## src/rtl/core_defines.sv

```systemverilog
// Shared encodings for the core: opcodes, sequencer states and datapath selects.
// The immediate generator and datapath import the same constants.
package core_defines;

  localparam logic [6:0] OPC_OP     = 7'b0110011;
  localparam logic [6:0] OPC_OP_IMM = 7'b0010011;
  localparam logic [6:0] OPC_LUI    = 7'b0110111;
  localparam logic [6:0] OPC_AUIPC  = 7'b0010111;
  localparam logic [6:0] OPC_LOAD   = 7'b0000011;
  localparam logic [6:0] OPC_STORE  = 7'b0100011;
  localparam logic [6:0] OPC_BRANCH = 7'b1100011;
  localparam logic [6:0] OPC_JAL    = 7'b1101111;
  localparam logic [6:0] OPC_JALR   = 7'b1100111;
  localparam logic [6:0] OPC_SYSTEM = 7'b1110011;
  localparam logic [6:0] OPC_FENCE  = 7'b0001111;

  typedef enum logic [2:0] {
    ST_FETCH     = 3'd0,
    ST_DECODE    = 3'd1,
    ST_EXECUTE   = 3'd2,
    ST_MEM       = 3'd3,
    ST_WRITEBACK = 3'd4,
    ST_HALTED    = 3'd5,
    ST_FAULT     = 3'd6
  } state_t;

  localparam logic [1:0] PC_SRC_PLUS4  = 2'b00;
  localparam logic [1:0] PC_SRC_IMM    = 2'b01;
  localparam logic [1:0] PC_SRC_ALU    = 2'b10;

  localparam logic [1:0] ALU_A_RS1    = 2'b00;
  localparam logic [1:0] ALU_A_PC     = 2'b01;
  localparam logic [1:0] ALU_A_ZERO   = 2'b10;
  localparam logic [1:0] ALU_A_PC_OLD = 2'b11;

  localparam logic [1:0] ALU_B_RS2  = 2'b00;
  localparam logic [1:0] ALU_B_IMM  = 2'b01;
  localparam logic [1:0] ALU_B_FOUR = 2'b10;

  localparam logic [1:0] ALU_OP_ADD   = 2'b00;
  localparam logic [1:0] ALU_OP_FUNCT = 2'b01;
  localparam logic [1:0] ALU_OP_CMP   = 2'b10;

  localparam logic [1:0] WB_ALU  = 2'b00;
  localparam logic [1:0] WB_MEM  = 2'b01;
  localparam logic [1:0] WB_LINK = 2'b10;
  localparam logic [1:0] WB_CSR  = 2'b11;

  typedef struct packed {
    logic       mem_rd;
    logic       mem_wr;
    logic       mem_addr_sel;
    logic       ir_write;
    logic       pc_write;
    logic       reg_write;
    logic [1:0] pc_src;
    logic [1:0] alu_src_a;
    logic [1:0] alu_src_b;
    logic [1:0] alu_op;
    logic [1:0] wb_sel;
    logic       csr_access;
    logic       illegal_instr;
  } ctrl_t;

  function automatic logic is_legal(input logic [6:0] opc);
    case (opc)
      OPC_OP, OPC_OP_IMM, OPC_LUI, OPC_AUIPC, OPC_LOAD, OPC_STORE,
      OPC_BRANCH, OPC_JAL, OPC_JALR, OPC_SYSTEM, OPC_FENCE: return 1'b1;
      default: return 1'b0;
    endcase
  endfunction

endpackage

```

## src/rtl/bus_timeout_counter.sv

```systemverilog
// Wait-cycle counter for an outstanding memory request; expired flags the
// cycle in which one more unacknowledged wait would reach the limit.
module bus_timeout_counter (
  input  logic       clk,
  input  logic       reset,
  input  logic       clear,
  input  logic       count_en,
  input  logic [7:0] limit,
  output logic       expired
);

  logic [7:0] count;

  always_ff @(posedge clk) begin
    if (reset || clear) begin
      count <= '0;
    end else if (count_en) begin
      count <= count + 8'd1;
    end
  end

  // Combinational so the fault lands on the same edge the count would hit the limit.
  assign expired = count_en && (count >= (limit - 8'd1));

endmodule

```

## src/rtl/core_sequencer.sv

```systemverilog
// Multi-cycle control FSM: fetch/decode/execute/mem/writeback sequencing,
// memory handshake, halt at instruction boundaries and bus-timeout fault.
module core_sequencer
  import core_defines::*;
#(
  parameter int unsigned TIMEOUT_CYCLES = 255
) (
  input  logic       clk,
  input  logic       reset,
  input  logic       halt,
  input  logic [6:0] opcode,
  input  logic       branch_taken,
  input  logic       mem_ack,
  output logic       mem_rd,
  output logic       mem_wr,
  output logic       mem_addr_sel,
  output logic       ir_write,
  output logic       pc_write,
  output logic       reg_write,
  output logic [1:0] pc_src,
  output logic [1:0] alu_src_a,
  output logic [1:0] alu_src_b,
  output logic [1:0] alu_op,
  output logic [1:0] wb_sel,
  output logic       csr_access,
  output logic       illegal_instr,
  output logic       bus_error,
  output logic [2:0] state_o
);

  state_t     state_q, state_d, boundary;
  logic [1:0] wb_sel_q, wb_sel_d;
  logic       bus_error_q;
  logic       req, expired, tmo_clear;
  ctrl_t      ctrl, ctrl_out;

  // Memory handshake: mem_rd/mem_wr hold until mem_ack; an ack in the request
  // cycle completes it on that edge, and nothing is requested outside FETCH/MEM.
  assign req       = (state_q == ST_FETCH) || (state_q == ST_MEM);
  assign boundary  = halt ? ST_HALTED : ST_FETCH;
  assign tmo_clear = mem_ack || (state_d != state_q);

  bus_timeout_counter u_timeout (
    .clk      (clk),
    .reset    (reset),
    .clear    (tmo_clear),
    .count_en (req && !mem_ack),
    .limit    (8'(TIMEOUT_CYCLES)),
    .expired  (expired)
  );

  always_ff @(posedge clk) begin
    if (reset) begin
      state_q     <= ST_FETCH;
      wb_sel_q    <= WB_ALU;
      bus_error_q <= 1'b0;
    end else begin
      state_q  <= state_d;
      wb_sel_q <= wb_sel_d;
      if (state_d == ST_FAULT) bus_error_q <= 1'b1;
    end
  end

  always_comb begin
    state_d  = state_q;
    wb_sel_d = wb_sel_q;
    ctrl     = '0;
    case (state_q)
      ST_FETCH: begin
        ctrl.mem_rd = 1'b1;
        if (mem_ack) begin
          ctrl.ir_write = 1'b1;
          ctrl.pc_write = 1'b1;
          ctrl.pc_src   = PC_SRC_PLUS4;
          state_d       = ST_DECODE;
        end else if (expired) begin
          state_d = ST_FAULT;
        end
      end
      ST_DECODE: begin
        if (is_legal(opcode)) begin
          state_d = ST_EXECUTE;
        end else begin
          ctrl.illegal_instr = 1'b1;
          state_d            = boundary;
        end
      end
      ST_EXECUTE: begin
        wb_sel_d = (opcode == OPC_LOAD)   ? WB_MEM :
                   (opcode == OPC_SYSTEM) ? WB_CSR : WB_ALU;
        case (opcode)
          OPC_OP: begin
            ctrl.alu_src_a = ALU_A_RS1;
            ctrl.alu_src_b = ALU_B_RS2;
            ctrl.alu_op    = ALU_OP_FUNCT;
            state_d        = ST_WRITEBACK;
          end
          OPC_OP_IMM: begin
            ctrl.alu_src_a = ALU_A_RS1;
            ctrl.alu_src_b = ALU_B_IMM;
            ctrl.alu_op    = ALU_OP_FUNCT;
            state_d        = ST_WRITEBACK;
          end
          OPC_LUI: begin
            ctrl.alu_src_a = ALU_A_ZERO;
            ctrl.alu_src_b = ALU_B_IMM;
            state_d        = ST_WRITEBACK;
          end
          OPC_AUIPC: begin
            ctrl.alu_src_a = ALU_A_PC_OLD;
            ctrl.alu_src_b = ALU_B_IMM;
            state_d        = ST_WRITEBACK;
          end
          OPC_LOAD, OPC_STORE: begin
            ctrl.alu_src_a = ALU_A_RS1;
            ctrl.alu_src_b = ALU_B_IMM;
            state_d        = ST_MEM;
          end
          OPC_BRANCH: begin
            ctrl.alu_op = ALU_OP_CMP;
            if (branch_taken) begin
              ctrl.pc_write = 1'b1;
              ctrl.pc_src   = PC_SRC_IMM;
            end
            state_d = boundary;
          end
          OPC_JAL: begin
            // Link value is the already-incremented PC, written on the PC edge.
            ctrl.pc_write  = 1'b1;
            ctrl.pc_src    = PC_SRC_IMM;
            ctrl.reg_write = 1'b1;
            ctrl.wb_sel    = WB_LINK;
            state_d        = boundary;
          end
          OPC_JALR: begin
            ctrl.alu_src_a = ALU_A_RS1;
            ctrl.alu_src_b = ALU_B_IMM;
            ctrl.pc_write  = 1'b1;
            ctrl.pc_src    = PC_SRC_ALU;
            ctrl.reg_write = 1'b1;
            ctrl.wb_sel    = WB_LINK;
            state_d        = boundary;
          end
          OPC_SYSTEM: begin
            ctrl.csr_access = 1'b1;
            state_d         = ST_WRITEBACK;
          end
          default: state_d = boundary;
        endcase
      end
      ST_MEM: begin
        ctrl.mem_addr_sel = 1'b1;
        ctrl.mem_rd       = (opcode == OPC_LOAD);
        ctrl.mem_wr       = (opcode != OPC_LOAD);
        if (mem_ack) begin
          state_d = (opcode == OPC_LOAD) ? ST_WRITEBACK : boundary;
        end else if (expired) begin
          state_d = ST_FAULT;
        end
      end
      ST_WRITEBACK: begin
        ctrl.reg_write = 1'b1;
        ctrl.wb_sel    = wb_sel_q;
        state_d        = boundary;
      end
      ST_HALTED: begin
        if (!halt) state_d = ST_FETCH;
      end
      ST_FAULT: state_d = ST_FAULT;
      default:  state_d = ST_FETCH;
    endcase
  end

  // Reset silences every output in the same cycle, including in-flight requests.
  assign ctrl_out      = reset ? '0 : ctrl;
  assign mem_rd        = ctrl_out.mem_rd;
  assign mem_wr        = ctrl_out.mem_wr;
  assign mem_addr_sel  = ctrl_out.mem_addr_sel;
  assign ir_write      = ctrl_out.ir_write;
  assign pc_write      = ctrl_out.pc_write;
  assign reg_write     = ctrl_out.reg_write;
  assign pc_src        = ctrl_out.pc_src;
  assign alu_src_a     = ctrl_out.alu_src_a;
  assign alu_src_b     = ctrl_out.alu_src_b;
  assign alu_op        = ctrl_out.alu_op;
  assign wb_sel        = ctrl_out.wb_sel;
  assign csr_access    = ctrl_out.csr_access;
  assign illegal_instr = ctrl_out.illegal_instr;
  assign bus_error     = bus_error_q && !reset;
  assign state_o       = reset ? 3'd0 : state_q;

endmodule

```

## config.mk

```make
export PLATFORM = sky130hd
export DESIGN_NAME = core_sequencer
export DESIGN_NICKNAME = d
export VERILOG_FILES = /design/src/rtl/core_defines.sv /design/src/rtl/bus_timeout_counter.sv /design/src/rtl/core_sequencer.sv
export SDC_FILE = /design/constraint.sdc
export NUM_CORES = 1
export LEC_CHECK = 0
export BUFFER_PORTS_ARGS = -buffer_cell sky130_fd_sc_hd__buf_2
export CORE_UTILIZATION = 39
export DETAILED_ROUTE_END_ITERATION = 6
export GPL_ROUTABILITY_DRIVEN = 0
export PLACE_DENSITY = 0.75
export SYNTH_ARGS = -nofsm -noshare
export SYNTH_HDL_FRONTEND = slang
export SYNTH_SLANG_ARGS = --single-unit
```

## constraint.sdc

```tcl
create_clock -name clk -period 2.15 [get_ports clk]
set_input_delay 0.215 -clock clk [delete_from_list [all_inputs] [get_ports clk]]
set_output_delay 0.215 -clock clk [all_outputs]
set_load 0.03 [all_outputs]
```

==> results of run 1 <==
where the power goes:
group	leakage (nW)	total, W	switching, W	internal (W)
Clock	0.0210	0.000185	0.0000814	0.000103
Sequential	0.114	0.000270	0.00000623	0.000264
Combinational	0.576	0.000201	0.000122	0.0000783
Total	0.710	0.000655	0.000210	0.000445
cell families (layout without fill, tap and decap cells):
group,count (synthesis),count (layout)
DFF,14,14
AOI/OAI and AO/OA,41,41
adders and majority gates,2,2
xor gates and xnor gates,7,7
and+or+nand+nor,88,88
other,1,1
buffers and inverters,18,64
path summary, 6_finish.rpt:
| check | start | end | cells after the start |
|---|---|---|---|
| max | state_q[0] | pc_src[1] | 6 |
| min | reset | state_q[0] | 2 |
| max reg2reg | state_q[1] | u_timeout.count[1] | 7 |
| min reg2reg | wb_sel_q[0] | wb_sel_q[0] | 2 |
area by class of cell:
class / instances / area, sq um
Sequential cell: 14 / 282
Multi-Input combinational cell: 139 / 938
Fill cell: 315 / 1390
Timing Repair Buffer: 53 / 328
Inverter: 7 / 26.3
Tap cell: 44 / 55.1
Clock buffer: 4 / 36.3
stage by stage:
stage / instances / power (W)
after floorplan: 171 / 0.000396
after global placement: 255 / 0.000463
after detailed placement: 255 / 0.000464
after CTS: 259 / 0.000654
after global routing: 261 / 0.000691
final: 261 / 0.000655
per-layer routing:
| layer | track usage | vias to the layer above |
|---|---|---|
| li1 | - | 713 |
| met1 | 0.246 | 656 |
| met2 | 0.363 | 45 |
| met3 | 0.0154 | 7 |
| met4 | 0.0918 | 0 |
| met5 | 0 | - |
sequential cells by signal, indices dropped and copies added (netlist names):
signal / count
wb_sel_q: 2
bus_error_q: 1
state_q: 3
u_timeout.count: 8
critical path: stages (launching register included):
cell     delay [ns]
dfxtp_1        0.38
buf_4          0.18
or3_4          0.41
nor2_4         0.13
nand2_2        0.10
nor3_2         0.15
buf_4          0.18
timing repair:
action,4_1_cts,5_1_grt
pin swaps,0,2
setup buffers,0,2
setup endpoints to repair,7,9
resized for setup,6,6
cell usage in the layout, fill, tap and decap left out, types with 2 or more instances in the layout:
| master | synthesis | final |
|---|---|---|
| buf_2 | 3 | 28 |
| buf_4 | 1 | 24 |
| nor2_1 | 19 | 18 |
| nor3_1 | 14 | 13 |
| nand2_1 | 14 | 13 |
| dfxtp_1 | 14 | 13 |
| a21oi_1 | 11 | 11 |
| inv_1 | 7 | 7 |
| and2_1 | 7 | 7 |
| and3_1 | 7 | 7 |
| nand3_1 | 6 | 6 |
| nor2b_1 | 5 | 5 |
| nand4_1 | 4 | 4 |
| nor3b_1 | 5 | 4 |
| xnor2_1 | 4 | 4 |
| clkbuf_4 | 0 | 4 |
| o21ai_0 | 4 | 3 |
| o211ai_1 | 3 | 3 |
| xor2_1 | 3 | 3 |
| o21bai_1 | 2 | 2 |
| o21ai_1 | 1 | 2 |
| o22ai_1 | 2 | 2 |
| a21boi_0 | 2 | 2 |
| o21a_1 | 2 | 2 |
| a2111oi_4 | 2 | 2 |
| ha_1 | 2 | 2 |
==> results.txt, run 1 <==
Status: complete, no violations
Synth Flop Type: dfxtp_1
Final setup viols: 0
Req. time, crit path: 1.93 ns
Most numerous cell in the Yosys netlist: nor2_1
CP Class: flip-flop to output pin
Unrepaired setup endpoints after global routing: false
Max clock buf depth: 2
Clock skew: 0.00519 ns
Wire length on met2: 1.56 mm
WL final: 3.29 mm
TritonCTS Sinks: 14
Register area share after synthesis: 0.225
Reg2Reg Setup Slack: 0.12 ns
Post-synth EDFFs: 0
Synth warnings: 0
Average routed wire per standard cell: 12.6 um
Max-slew violations: 0
Wl on met1: 1.53 mm
Area Overhead vs Synth: 33.6%
Root Driver: clkbuf_4
Pleak: 0.710 nW
Hold_buf cts: 0
HPWL after DPL: 2.53 mm
Vias in the first global route: 1311
DRT iter0 DRCs: 54
VDD IR-drop max: 0.234 mV
First-pass GRT wire length: 5.46 mm
Setup TNS: 0 ns
Via count: 1421
Worst EP arrival: 1.82 ns
Crit path capture type: output pin
Worst-skew pair later-pin latency: 0.28 ns
Post-Synth XOR/XNOR Area: 0.0492
DR WL met3: 137 um
Asr flop ratio synth: 0
Post-route cell area: 1670 sq um
GRT Total Usage: 0.202
Die W: 58.5 um
Adder-Cell Fraction of Synth Area: 0.0201
Cell Area, Synth: 1250 sq um
Hold Path Class: input port to flip-flop
WHS: 0.302 ns
Avg Inst Size Synth: 7.29 sq um
Largest area contributor in the netlist: dfxtp_1
Vias/cell: 5.44
PwrDens: 394 nW/um^2
Router iterations before antenna repair: 4
Row count: 20
GRT overflow: 0
Mux contribution to synthesized area: 0
Synth Instances: 171
Setup slack at placement: 0.00972 ns
Util after Layout: 0.545
Cts bufs inserted: 3
Synth top area cells: dfxtp_1, nor2_1, nor3_1, a21oi_1, a2111oi_4
CTS tree: yes
# diodes: 0
Post-synthesis simple-gate area fraction: 0.368
CP max FO: 7
Uppermost layer routed: met4
DRC: 0
Syn nets: 185
Share of layout cells above drive strength 1: 0.323
Full die area: 3430 sq um
Fmax: 492 MHz
Synthesized flop and latch total: 14
# IOs: 34
Synth unique cells: 47
Area after DPL: 1570 sq um
Clock slew at reported path FFs: 0.08 ns
Starting density of the core: 0.408
Die H: 58.5 um
Largest family of logic cells by synthesized area: simple AND/OR/NAND/NOR gates
IO Port Bufs: 32
Kind of start point of the critical path: flip-flop
Fin crit period: 2.03 ns
Initial antenna violation count: 0
Maxcap violations: 0
Synth top area share: 0.225
Most instantiated cells after synthesis: nor2_1, dfxtp_1, nand2_1, nor3_1, a21oi_1
ANT nets after route: 0
Final #Nets: 232
Compound-Gate Fraction of Synth Area: 0.273
Crit share post-route: 0.946
H-tree Lvls: 1
Pin count of the biggest net entering global routing: 18
Final hold vios: 0
Final WS setup: 0.117 ns
Core Region: 3050 sq um
(Power assumes the default switching activity.)
==> run 2, diff against run 1 <==
--- a/config.mk
+++ b/config.mk
@@ -5,6 +5,7 @@
 export SDC_FILE = /design/constraint.sdc
 export NUM_CORES = 1
 export LEC_CHECK = 0
+export ABC_AREA = 1
 export BUFFER_PORTS_ARGS = -buffer_cell sky130_fd_sc_hd__buf_2
 export CORE_UTILIZATION = 39
 export DETAILED_ROUTE_END_ITERATION = 6
==> run 2 against run 1 <==
Net effect: synthesized area up 0.40%; die area up 0.39%; highest routed layer unchanged; sequential share of layout area up 1.7 points; synthesized cell count up 20%; register-to-register slack better by 0.07 ns; cell area down 8.6%; non-clock buffer count down 20; flip-flop and latch count unchanged; core utilization down 4.7 points; count of clock-buffer cells in the layout unchanged.
==> results.txt, run 2 <==
Status: complete, no violations
Largest register by flop count: u_timeout.count
HPWL after DPL: 2.27 mm
Fmax: 501 MHz
Layout fillers: 352
Worst EP arrival: 1.78 ns
Synth Flop Type: dfxtp_1
Pin count of the biggest net entering global routing: 16
Syn nets: 219
Root Driver: clkbuf_4
Avg Inst Size Synth: 6.10 sq um
Top Registers: u_timeout.count (8), state_q (3), wb_sel_q (2)
Crit share post-route: 0.928
DRC: 0
Most numerous cell in the Yosys netlist: nand2_1
Clock skew: 0.00555 ns
Largest area contributor in the netlist: dfxtp_1
DRT iter0 DRCs: 48
Vias in the first global route: 1105
Synthesized flop and latch total: 14
WL final: 2.86 mm
Synth unique cells: 34
Reg2Reg Setup Slack: 0.19 ns
Maxcap violations: 0
ANT nets after route: 0
Synth warnings: 0
Most instantiated cells after synthesis: nand2_1, nor2_1, inv_1, dfxtp_1, nor2_2
Initial antenna violation count: 0
Router iterations before antenna repair: 4
Synth top area cells: dfxtp_1, nand2_1, nor2_1, inv_1, nor2_2
Area Overhead vs Synth: 21.6%
Starting density of the core: 0.410
Post-synth EDFFs: 0
Die W: 58.6 um
Hold Path Class: input port to flip-flop
Cell Area, Synth: 1250 sq um
Final setup viols: 0
Most frequent cells in the layout: nand2_1, nor2_1, buf_2
Synth Instances: 205
Crit-path slowest cell: dfxtp_2
Final #Nets: 255
TritonCTS Sinks: 14
Max reg flops: 8
# diodes: 0
Die H: 58.6 um
Vias/cell: 4.64
IO Port Bufs: 32
Fin crit period: 2.00 ns
Max clock buf depth: 2
Max-slew violations: 0
Clock slew at reported path FFs: 0.08 ns
H-tree Lvls: 1
Average routed wire per standard cell: 10.1 um
Row count: 20
Core Region: 3050 sq um
GRT Total Usage: 0.171
Worst-skew pair later-pin latency: 0.29 ns
Share of layout cells above drive strength 1: 0.292
Crit path capture type: output pin
Register area: 283 sq um
CTS tree: yes
# IOs: 34
Multi-input logic area: 860 sq um
Post-CTS Setup Repair Bufs: 0
Kind of start point of the critical path: flip-flop
Req. time, crit path: 1.93 ns
Slowest Stage Delay on Critical Path: 0.37 ns
Full die area: 3440 sq um
Final hold vios: 0
Asr flop ratio synth: 0
Via count: 1319
First-pass GRT wire length: 4.52 mm
VDD IR-drop max: 0.375 mV
CP max FO: 5
GRT overflow: 0
Pleak: 0.739 nW
Final Non-Filler Cells: 284
Critical path, cell by cell: inv_1 -> nor2_2 -> inv_1 -> nor2_4 -> inv_1 -> nor2_1 -> nor2_1 -> nor2_1 -> o21a_1 -> buf_2
CP Class: flip-flop to output pin
PwrDens: 465 nW/um^2
Synth top area share: 0.224
Cell count after placement: 280
WHS: 0.267 ns
Commonest non-fill, non-tap cell in the layout: nand2_1
Register area share after synthesis: 0.224
Cts bufs inserted: 3
## run 2: cell types whose count changed after synthesis, sizes merged, moves of 7 or more
cell	delta
and2	-7
and3	-7
inv	+25
nand2	+37
nor2	+28
nor3	-8
## run 2: power by group
part	internal, W	total [W]	switching (W)
clock network	0.000103	0.000195	0.0000919
registers	0.000267	0.000279	0.0000118
logic	0.0000745	0.000233	0.000159
## run 2: layout make-up
| class | instances | area share |
|---|---|---|
| Multi-Input combinational cell | 157 | 0.565 |
| Timing Repair Buffer | 33 | 0.110 |
| Tap cell | 44 | 0.0362 |
| Sequential cell | 14 | 0.186 |
| Clock buffer | 4 | 0.0238 |
| Inverter | 32 | 0.0789 |
## run 2: worst paths after layout
path | from | endpoint | cells after the start
setup reg to reg | u_timeout.count[0] | u_timeout.count[5] | 14
hold / removal | reset | state_q[0] | 2
hold reg to reg | bus_error_q | bus_error_q | 2
setup / recovery | state_q[1] | wb_sel[1] | 10
## run 2: metal layers
| layer | vias to the layer above | track usage | part of all wire |
|---|---|---|---|
| met4 | 0 | 0.0408 | 0.0045 |
| met2 | 22 | 0.299 | 0.49 |
| met1 | 582 | 0.212 | 0.47 |
| li1 | 713 | - | - |
| met5 | - | 0 | 0 |
| met3 | 2 | 0.0396 | 0.037 |
## run 2: per-stage QoR
step	worst slack (ns)	utilization	setup TNS (ns)	cell area (sq um)	total power [W]
2_1_floorplan	0.000585	-	0	1260	0.000460
3_3_place_gp	0.260	0.482	0	1470	0.000513
3_5_place_dp	0.189	0.482	0	1470	0.000515
4_1_cts	0.0520	0.494	0	1510	0.000713
5_1_grt	-0.00729	0.498	-0.00729	1520	0.000751
6_report	0.154	0.498	0	1520	0.000707
## run 2: critical path: cells and delay by family (launching register included)
family | cells | cell delay (ns)
buffers and inverters | 4 | 0.45
flip-flops | 1 | 0.37
AND/OR/NAND/NOR | 5 | 0.55
AO/OA/AOI/OAI | 1 | 0.12
## run 2: kinds of logic (layout without fill, tap and decap cells)
logic type,Yosys count,after routing,share of synthesized area
compound gates,23,23,0.133
xor+xnor,7,7,0.0490
fa+ha+maj,2,2,0.0200
buf+inv,34,69,0.105
flops,14,14,0.224
other cells,1,1,0.00300
simple gates,124,124,0.466
## run 2: what timing repair did
action                                  in CTS  in global routing
resized for setup                            0                  5
endpoints found under the setup margin       0                 15
hold buffers                                 0                  0
endpoints found under the hold margin        0                  0
